--- src/rtl/cdm_adapt_csr_bank.sv ---
// AXI4-Lite control/status register bank for the CDM adapter test designs.
// RW registers sit at word indices 0..NUM_RW-1 and RO registers at
// RO_BASE..RO_BASE+NUM_RO-1. Every other word index is unmapped: it returns
// UNMAPPED_DATA on reads and answers SLVERR to writes.
// One transaction is in flight at a time. If a read and a write arrive
// together while both channels are idle, the read goes first.
module cdm_adapt_csr_bank #(
    parameter int                   C_S_AXI_DATA_WIDTH = 32,
    parameter int                   C_S_AXI_ADDR_WIDTH = 10,
    parameter int                   NUM_RW             = 16,
    parameter int                   NUM_RO             = 16,
    parameter int                   RO_BASE            = 8'h80,
    parameter logic [NUM_RW*32-1:0] RW_RST_VAL         = {NUM_RW{32'h0}},
    parameter logic [NUM_RW-1:0]    SC_MASK            = {NUM_RW{1'b0}},
    parameter logic [31:0]          UNMAPPED_DATA      = 32'h0000DEAD
) (
    input  logic                            axi_aclk,
    input  logic                            axi_areset,
    output logic [NUM_RW*32-1:0]            rw_regs,
    output logic [NUM_RW-1:0]               rw_wr_pulse,
    input  logic [NUM_RO*32-1:0]            ro_regs,
    input  logic [C_S_AXI_ADDR_WIDTH-1:0]   axi_awaddr,
    input  logic                            axi_awvalid,
    output logic                            axi_awready,
    input  logic [C_S_AXI_DATA_WIDTH-1:0]   axi_wdata,
    input  logic [C_S_AXI_DATA_WIDTH/8-1:0] axi_wstrb,
    input  logic                            axi_wvalid,
    output logic                            axi_wready,
    output logic [1:0]                      axi_bresp,
    output logic                            axi_bvalid,
    input  logic                            axi_bready,
    input  logic [C_S_AXI_ADDR_WIDTH-1:0]   axi_araddr,
    input  logic                            axi_arvalid,
    output logic                            axi_arready,
    output logic [C_S_AXI_DATA_WIDTH-1:0]   axi_rdata,
    output logic [1:0]                      axi_rresp,
    output logic                            axi_rvalid,
    input  logic                            axi_rready
);

    localparam int DW = C_S_AXI_DATA_WIDTH;
    localparam int NB = DW / 8;
    localparam int AW = C_S_AXI_ADDR_WIDTH;
    localparam int IW = AW - 2;
    localparam logic [1:0] RESP_OKAY   = 2'b00;
    localparam logic [1:0] RESP_SLVERR = 2'b10;

    typedef enum logic [1:0] {W_IDLE, W_DATA, W_RESP} wr_state_t;
    typedef enum logic       {R_IDLE, R_RESP}         rd_state_t;

    logic [1:0]        rel_q, rel_d;
    wr_state_t         wr_state_q, wr_state_d;
    rd_state_t         rd_state_q, rd_state_d;
    logic [IW-1:0]     wr_idx_q, wr_idx_d;
    logic              bvalid_q, bvalid_d;
    logic [1:0]        bresp_q, bresp_d;
    logic              rvalid_q, rvalid_d;
    logic [DW-1:0]     rdata_q, rdata_d;
    logic [1:0]        rresp_q, rresp_d;
    logic [DW-1:0]     rw_q [NUM_RW];
    logic [DW-1:0]     rw_d [NUM_RW];
    logic [NUM_RW-1:0] sc_pend_q, sc_pend_d;
    logic [NUM_RW-1:0] pulse_q, pulse_d;
    logic [DW-1:0]     ro_word [NUM_RO];

    logic          ready_en, wr_busy, rd_busy;
    logic          aw_hs, w_hs, b_hs, ar_hs, r_hs;
    logic [31:0]   wr_idx_ext, rd_idx_ext;
    logic          wr_hit_rw, rd_hit;
    logic [DW-1:0] rd_word;
    logic          unused_addr_lsbs;

    // The byte-offset bits of both addresses play no part in decode.
    assign unused_addr_lsbs = ^{axi_awaddr[1:0], axi_araddr[1:0]};

    // Split the flat status bus into words, and flatten the RW registers onto the output bus.
    for (genvar gi = 0; gi < NUM_RO; gi++) begin : g_ro
        assign ro_word[gi] = ro_regs[DW*gi +: DW];
    end
    for (genvar gi = 0; gi < NUM_RW; gi++) begin : g_rw
        assign rw_regs[DW*gi +: DW] = rw_q[gi];
    end

    // Handshake qualifiers. No ready is raised until the two-flop reset release has filled.
    assign ready_en    = rel_q[1];
    assign wr_busy     = (wr_state_q != W_IDLE);
    assign rd_busy     = (rd_state_q != R_IDLE);
    assign axi_awready = ready_en && !wr_busy && !rd_busy && !axi_arvalid;
    assign axi_wready  = ready_en && (wr_state_q == W_DATA);
    assign axi_arready = ready_en && !rd_busy && !wr_busy;
    assign aw_hs       = axi_awvalid && axi_awready;
    assign w_hs        = axi_wvalid && axi_wready;
    assign b_hs        = bvalid_q && axi_bready;
    assign ar_hs       = axi_arvalid && axi_arready;
    assign r_hs        = rvalid_q && axi_rready;

    assign axi_bvalid  = bvalid_q;
    assign axi_bresp   = bresp_q;
    assign axi_rvalid  = rvalid_q;
    assign axi_rdata   = rdata_q;
    assign axi_rresp   = rresp_q;
    assign rw_wr_pulse = pulse_q;

    // Reset release: shift ones into a two-stage pipe.
    assign rel_d = {rel_q[0], 1'b1};

    // The index is decoded in full, so no word aliases onto another.
    assign wr_idx_ext = 32'(wr_idx_q);
    assign rd_idx_ext = 32'(axi_araddr[AW-1:2]);

    // Read decode: RW value, RO slice, or the unmapped pattern.
    always_comb begin
        rd_word = UNMAPPED_DATA;
        rd_hit  = 1'b0;
        for (int i = 0; i < NUM_RW; i++) begin
            if (rd_idx_ext == i) begin
                rd_word = rw_q[i];
                rd_hit  = 1'b1;
            end
        end
        for (int j = 0; j < NUM_RO; j++) begin
            if (rd_idx_ext == RO_BASE + j) begin
                rd_word = ro_word[j];
                rd_hit  = 1'b1;
            end
        end
    end

    // RW register update. A write merges the strobed bytes, raises the pulse,
    // and arms the self-clear of the start bit for the following cycle.
    always_comb begin
        wr_hit_rw = 1'b0;
        for (int i = 0; i < NUM_RW; i++) begin
            rw_d[i]      = rw_q[i];
            pulse_d[i]   = 1'b0;
            sc_pend_d[i] = 1'b0;
            if (sc_pend_q[i]) begin
                rw_d[i][0] = 1'b0;
            end
            if (wr_idx_ext == i) begin
                wr_hit_rw = 1'b1;
                if (w_hs) begin
                    for (int k = 0; k < NB; k++) begin
                        if (axi_wstrb[k]) begin
                            rw_d[i][8*k +: 8] = axi_wdata[8*k +: 8];
                        end
                    end
                    pulse_d[i]   = 1'b1;
                    sc_pend_d[i] = SC_MASK[i] & axi_wstrb[0] & axi_wdata[0];
                end
            end
        end
    end

    // Write channel FSM: the address is accepted first, then the data beat, then the response.
    always_comb begin
        wr_state_d = wr_state_q;
        wr_idx_d   = wr_idx_q;
        bvalid_d   = bvalid_q;
        bresp_d    = bresp_q;
        case (wr_state_q)
            W_IDLE: begin
                if (aw_hs) begin
                    wr_idx_d   = axi_awaddr[AW-1:2];
                    wr_state_d = W_DATA;
                end
            end
            W_DATA: begin
                if (w_hs) begin
                    bvalid_d   = 1'b1;
                    bresp_d    = wr_hit_rw ? RESP_OKAY : RESP_SLVERR;
                    wr_state_d = W_RESP;
                end
            end
            W_RESP: begin
                if (b_hs) begin
                    bvalid_d   = 1'b0;
                    bresp_d    = RESP_OKAY;
                    wr_state_d = W_IDLE;
                end
            end
            default: wr_state_d = W_IDLE;
        endcase
    end

    // Read channel FSM: data is captured at the AR handshake and held until R completes.
    always_comb begin
        rd_state_d = rd_state_q;
        rvalid_d   = rvalid_q;
        rdata_d    = rdata_q;
        rresp_d    = rresp_q;
        case (rd_state_q)
            R_IDLE: begin
                if (ar_hs) begin
                    rvalid_d   = 1'b1;
                    rdata_d    = rd_word;
                    rresp_d    = rd_hit ? RESP_OKAY : RESP_SLVERR;
                    rd_state_d = R_RESP;
                end
            end
            R_RESP: begin
                if (r_hs) begin
                    rvalid_d   = 1'b0;
                    rdata_d    = '0;
                    rresp_d    = RESP_OKAY;
                    rd_state_d = R_IDLE;
                end
            end
            default: rd_state_d = R_IDLE;
        endcase
    end

    // State registers. Reset aborts any transaction in flight at once.
    always_ff @(posedge axi_aclk or posedge axi_areset) begin
        if (axi_areset) begin
            rel_q      <= '0;
            wr_state_q <= W_IDLE;
            rd_state_q <= R_IDLE;
            wr_idx_q   <= '0;
            bvalid_q   <= 1'b0;
            bresp_q    <= RESP_OKAY;
            rvalid_q   <= 1'b0;
            rdata_q    <= '0;
            rresp_q    <= RESP_OKAY;
            sc_pend_q  <= '0;
            pulse_q    <= '0;
            for (int i = 0; i < NUM_RW; i++) begin
                rw_q[i] <= RW_RST_VAL[DW*i +: DW];
            end
        end else begin
            rel_q      <= rel_d;
            wr_state_q <= wr_state_d;
            rd_state_q <= rd_state_d;
            wr_idx_q   <= wr_idx_d;
            bvalid_q   <= bvalid_d;
            bresp_q    <= bresp_d;
            rvalid_q   <= rvalid_d;
            rdata_q    <= rdata_d;
            rresp_q    <= rresp_d;
            sc_pend_q  <= sc_pend_d;
            pulse_q    <= pulse_d;
            for (int i = 0; i < NUM_RW; i++) begin
                rw_q[i] <= rw_d[i];
            end
        end
    end

endmodule

--- config.mk ---
export PLATFORM = sky130hd
export DESIGN_NAME = cdm_adapt_csr_bank
export DESIGN_NICKNAME = d
export VERILOG_FILES = /design/src/rtl/cdm_adapt_csr_bank.sv
export SDC_FILE = /design/constraint.sdc
export NUM_CORES = 1
export LEC_CHECK = 0
export CORE_AREA = 2 2 447 449
export CTS_CLUSTER_DIAMETER = 150
export DETAILED_ROUTE_END_ITERATION = 8
export DIE_AREA = 0 0 449 451
export HOLD_SLACK_MARGIN = 0.15
export PLACE_DENSITY = 0.46
export RECOVER_POWER = 25
export SYNTH_ARGS = -nofsm -noshare
export SYNTH_HDL_FRONTEND = slang
export SYNTH_SLANG_ARGS = --single-unit
--- constraint.sdc ---
create_clock -name axi_aclk -period 36.9 [get_ports axi_aclk]
set_input_delay 9.225 -clock axi_aclk [delete_from_list [all_inputs] [get_ports axi_aclk]]
set_output_delay 9.225 -clock axi_aclk [all_outputs]
set_load 0.005 [all_outputs]
## Word-level counts from Yosys, hierarchy flattened

Index checks and enable logic that the tools add are counted.

- Register bits: 579
- Bits of input ports: 575
- Output and inout port bits: 569
- Logic and storage cells: 399

- Equal/unequal tests: 53
- Mux-type cells: 168
- Bitwise logic cells: 1
- Reductions and logical operators: 87

Operator list:

| cell | count |
|---|---|
| $mux W32 | 34 |
| $reduce_and A3 Y1 | 66 |
| $eq A8 B4 Y1 const B | 16 |
| $eq A8 B8 Y1 const B | 16 |
| $mux W1 | 119 |
| $eq A8 B3 Y1 const B | 8 |
| $logic_not A32 Y1 | 2 |
| $pmux W32 S2 | 1 |
| $eq A8 B2 Y1 const B | 4 |
| $eq A8 B1 Y1 const B | 2 |
| $mux W2 | 8 |
| $logic_and A1 B1 Y1 | 11 |
| $ne A2 B2 Y1 const B | 4 |
| $pmux W2 S2 | 2 |
| $pmux W1 S2 | 3 |
| $pmux W2 S3 | 1 |
| $reduce_and A2 Y1 | 2 |
| $reduce_bool A2 Y1 | 2 |
| $logic_not A1 Y1 | 3 |
| $eq A2 B1 Y1 const B | 1 |
| $eq A2 B2 Y1 const B | 1 |
| $logic_not A2 Y1 | 1 |
| $ne A2 B1 Y1 const B | 1 |
| $not A1 Y1 | 1 |

## Logic depth before layout (Yosys ltp)

- Depth in word-level cells: 36
- Mapped depth: 13
- Depth with buffers taken out: 7

## Worst setup path after synthesis

Ideal clock, no wire load.

- Kind: input port to output port
- Start point: input axi_arvalid
- End point: output axi_awready
- Arrival time: 9,371 ps
- Data required time: 27,675 ps
- Setup slack: 18,304 ps
- Stages on the path: 1
- Path buffers: 0
- Cell sequence: nor2b_1

- Word-level cells in the longest chain between the ends: 2

RTL lines:

| what | RTL line | text |
|---|---|---|
| from (decl) | 33 | `input logic axi_arvalid,` |
| $logic_not A1 Y1 | 88 | `assign axi_awready = ready_en && !wr_busy && !rd_busy && !axi_arvalid;` |
| $logic_and A1 B1 Y1 | 88 |  |
| to (decl) | 24 | `output logic axi_awready,` |

No other way between the ends.

## Worst setup path after layout

Same ends and word-level chain as after synthesis.

==> metrics.txt <==
status finished, violations left; violated checks max-capacitance violations, max-slew violations; via count 34200; TritonCTS clock tree yes; final hold slack 0.355 ns; DRC Markers 0; syn avg cell area 10.8 sq um; top cells by area, synth dfrtp_1 45%, mux2_2 20%, a21oi_1 3.0%; antenna-violating nets left 0; critical path's slowest cell dlygate4sd3_1; hold path depth 0; width of the chip 449 um; Synth Flop Type dfrtp_1; Clock Skews 0.0410 ns; TNS Setup 0 ns; Placed Area 46900 sq um; Post-synth top cells 577 x dfrtp_1, 553 x mux2_2, 246 x nand2_1; post-CTS sizing 0; warning count from the yosys run 0; worst-path fanout max 5; CTS sink cnt 577; pre-CTS WS 17.21 ns; die area 202000 sq um; post-cts hold buffer count 0; crit-path cells dlygate4sd3_1 > nor2b_1 > clkdlybuf4s50_1; post-layout minimum cycle time 19.79 ns; synthesized area 31900 sq um; Worst Tran Pin Value 7.06 ns; Post-CTS Setup Inserts 0; EDFF count, synth 0; HP Class flop to flop; relative slew slack -371%; Vias/cell 5.00; CP required 27.67 ns; Crit Path Category primary input to primary output; Setup violations, final 0; share of the synthesized area in the top cell type 45.3%; Placer Congestion 0.973; Synth Register Bits 577; RSZ-0062 raised after global routing no; Initial Utilization 16.1%; Max stage delay on crit path 0.64 ns; synth unique cells 86; sequential-to-total area share from yosys stat 45.3%; R2R setup slack 32.17 ns; Wirelength per Cell 42.5 um; Routed Wire Length 290000 um; Arr. time, crit path 10.57 ns; Final period util 53.6%; Synth async-reset ratio 100%; CTS buffer count 80; core area 198000 sq um; DP HPWL 228000 um; Cells after Synth 2952; largest net degree at the start of global routing 161; r2r worst-path depth 8; Max-Cap Viols 12; Ports 1144; VDD IR-drop max 0.0000333 V; Overflow after GRT 0; Cell Pwr Density 39.1 nW/um^2; TritonRoute pass-1 iters 5; Clock Path Buffers 3; clock-pin slew on the worst setup and hold paths 0.06 ns; Final Hold Fails 0; initial antenna violation count 65; GR Util All Layers 27.6%; Worst setup EP type primary output; Final Instance Area 49500 sq um; Max Clk Rate 50.5 MHz; final setup margin 17.11 ns; row count 164; Leakage 20.8 nW; vias in the first global route 33600; first-pass GRT wire length 369000 um; Layout Nets 4657; Die Ht 451 um; H-tree levels 3; Worst-Skew Late Latency 0.73 ns; port buffer count 1137; type of origin of the critical path primary input; CTS root buffer clkbuf_16; synth-to-layout area growth 55.2%; most frequent cell after synthesis dfrtp_1; layout cells sized above 1 22.2%; initial detailed-routing violation count 3534; fin. max-slew vios 375; post-synth top area cell dfrtp_1
## cells in the final DEF (no fill, tap or decap), drive strengths merged, types with 16 or more instances in the layout
cell type,count
o211ai,38
nor2b,16
o221ai,47
a31oi,17
a22oi,47
a211oi,32
mux2,553
o21ai,159
a21o,17
nor2,144
nor3,58
dlygate4sd3,93
clkdlybuf4s50,1040
nand2,250
diode,37
a221o,18
a221oi,37
a21oi,191
inv,17
a22o,16
nand3,69
nor4,18
buf,133
o22ai,96
dfrtp,577
mux4,33
mux2i,64
clkbuf,123
## worst max-delay path, delay by kind of cell
kind / cells / cell delay, ns
buf+inv: 2 / 1.17
simple gates: 1 / 0.17
## per-layer routing
metal / vias up / GRT usage, % / part of all wire, %
met1: 18000 / 31.8 / 38
met5: - / 0 / 0.039
met4: 16 / 16.2 / 6.4
met2: 1986 / 47.2 / 49
li1: 13600 / - / -
met3: 486 / 5.87 / 6.7
## cells by family (layout without fill, tap and decap cells)
kind of cell              Yosys count  count (layout)  synth area share, %
AOI/OAI and AO/OA                 834             834                 17.6
xor gates and xnor gates            1               1               0.0275
buffers and inverters             242            1425                 3.36
DFF                               577             577                 45.3
muxes                             650             650                 23.9
other                               2              40               0.0235
and+or+nand+nor                   646             646                 9.86
## report_power, final
part	total (W)	switching (W)	internal [W]
combinational	0.000404	0.000212	0.000192
sequential	0.000726	0.0000448	0.000681
clock	0.000803	0.000339	0.000464
total	0.00193	0.000595	0.00134
## layout make-up
class / instances / area (sq um)
Inverter: 13 / 53.8
Clock buffer: 113 / 2310
Fill cell: 21400 / 149000
Antenna cell: 37 / 92.6
Multi-Input combinational cell: 2134 / 16600
Sequential cell: 577 / 14400
Clock inverter: 23 / 322
Tap cell: 2656 / 3320
Timing Repair Buffer: 1276 / 12400
## metrics by stage
step           util (%)  std cells  total power [W]
2_1_floorplan         -       2953         0.000857
3_3_place_gp       23.6       6656          0.00114
3_5_place_dp       23.6       6656          0.00115
4_1_cts            25.0       6792          0.00196
5_1_grt            25.0       6817          0.00200
6_report           25.0       6829          0.00193
## registers in the layout, summed over array words and instances, names as in the netlist
signal / flops
rw_regs: 512
axi_rdata: 32
rw_wr_pulse: 16
wr_idx_q: 8
rel_q: 2
wr_state_q: 2
axi_bresp: 1
axi_bvalid: 1
axi_rresp: 1
axi_rvalid: 1
rd_busy: 1
## final timing paths
check                                    from            to
worst max-delay path              axi_arvalid   axi_awready
worst min-delay path                 rel_q[0]      rel_q[1]
worst max register to register  wr_state_q[1]  rw_regs[440]
worst min register to register       rel_q[0]      rel_q[1]
max in group asynchronous          axi_areset  rw_regs[105]
min in group asynchronous          axi_areset   wr_idx_q[7]
Power figures use the tool's default switching activity.
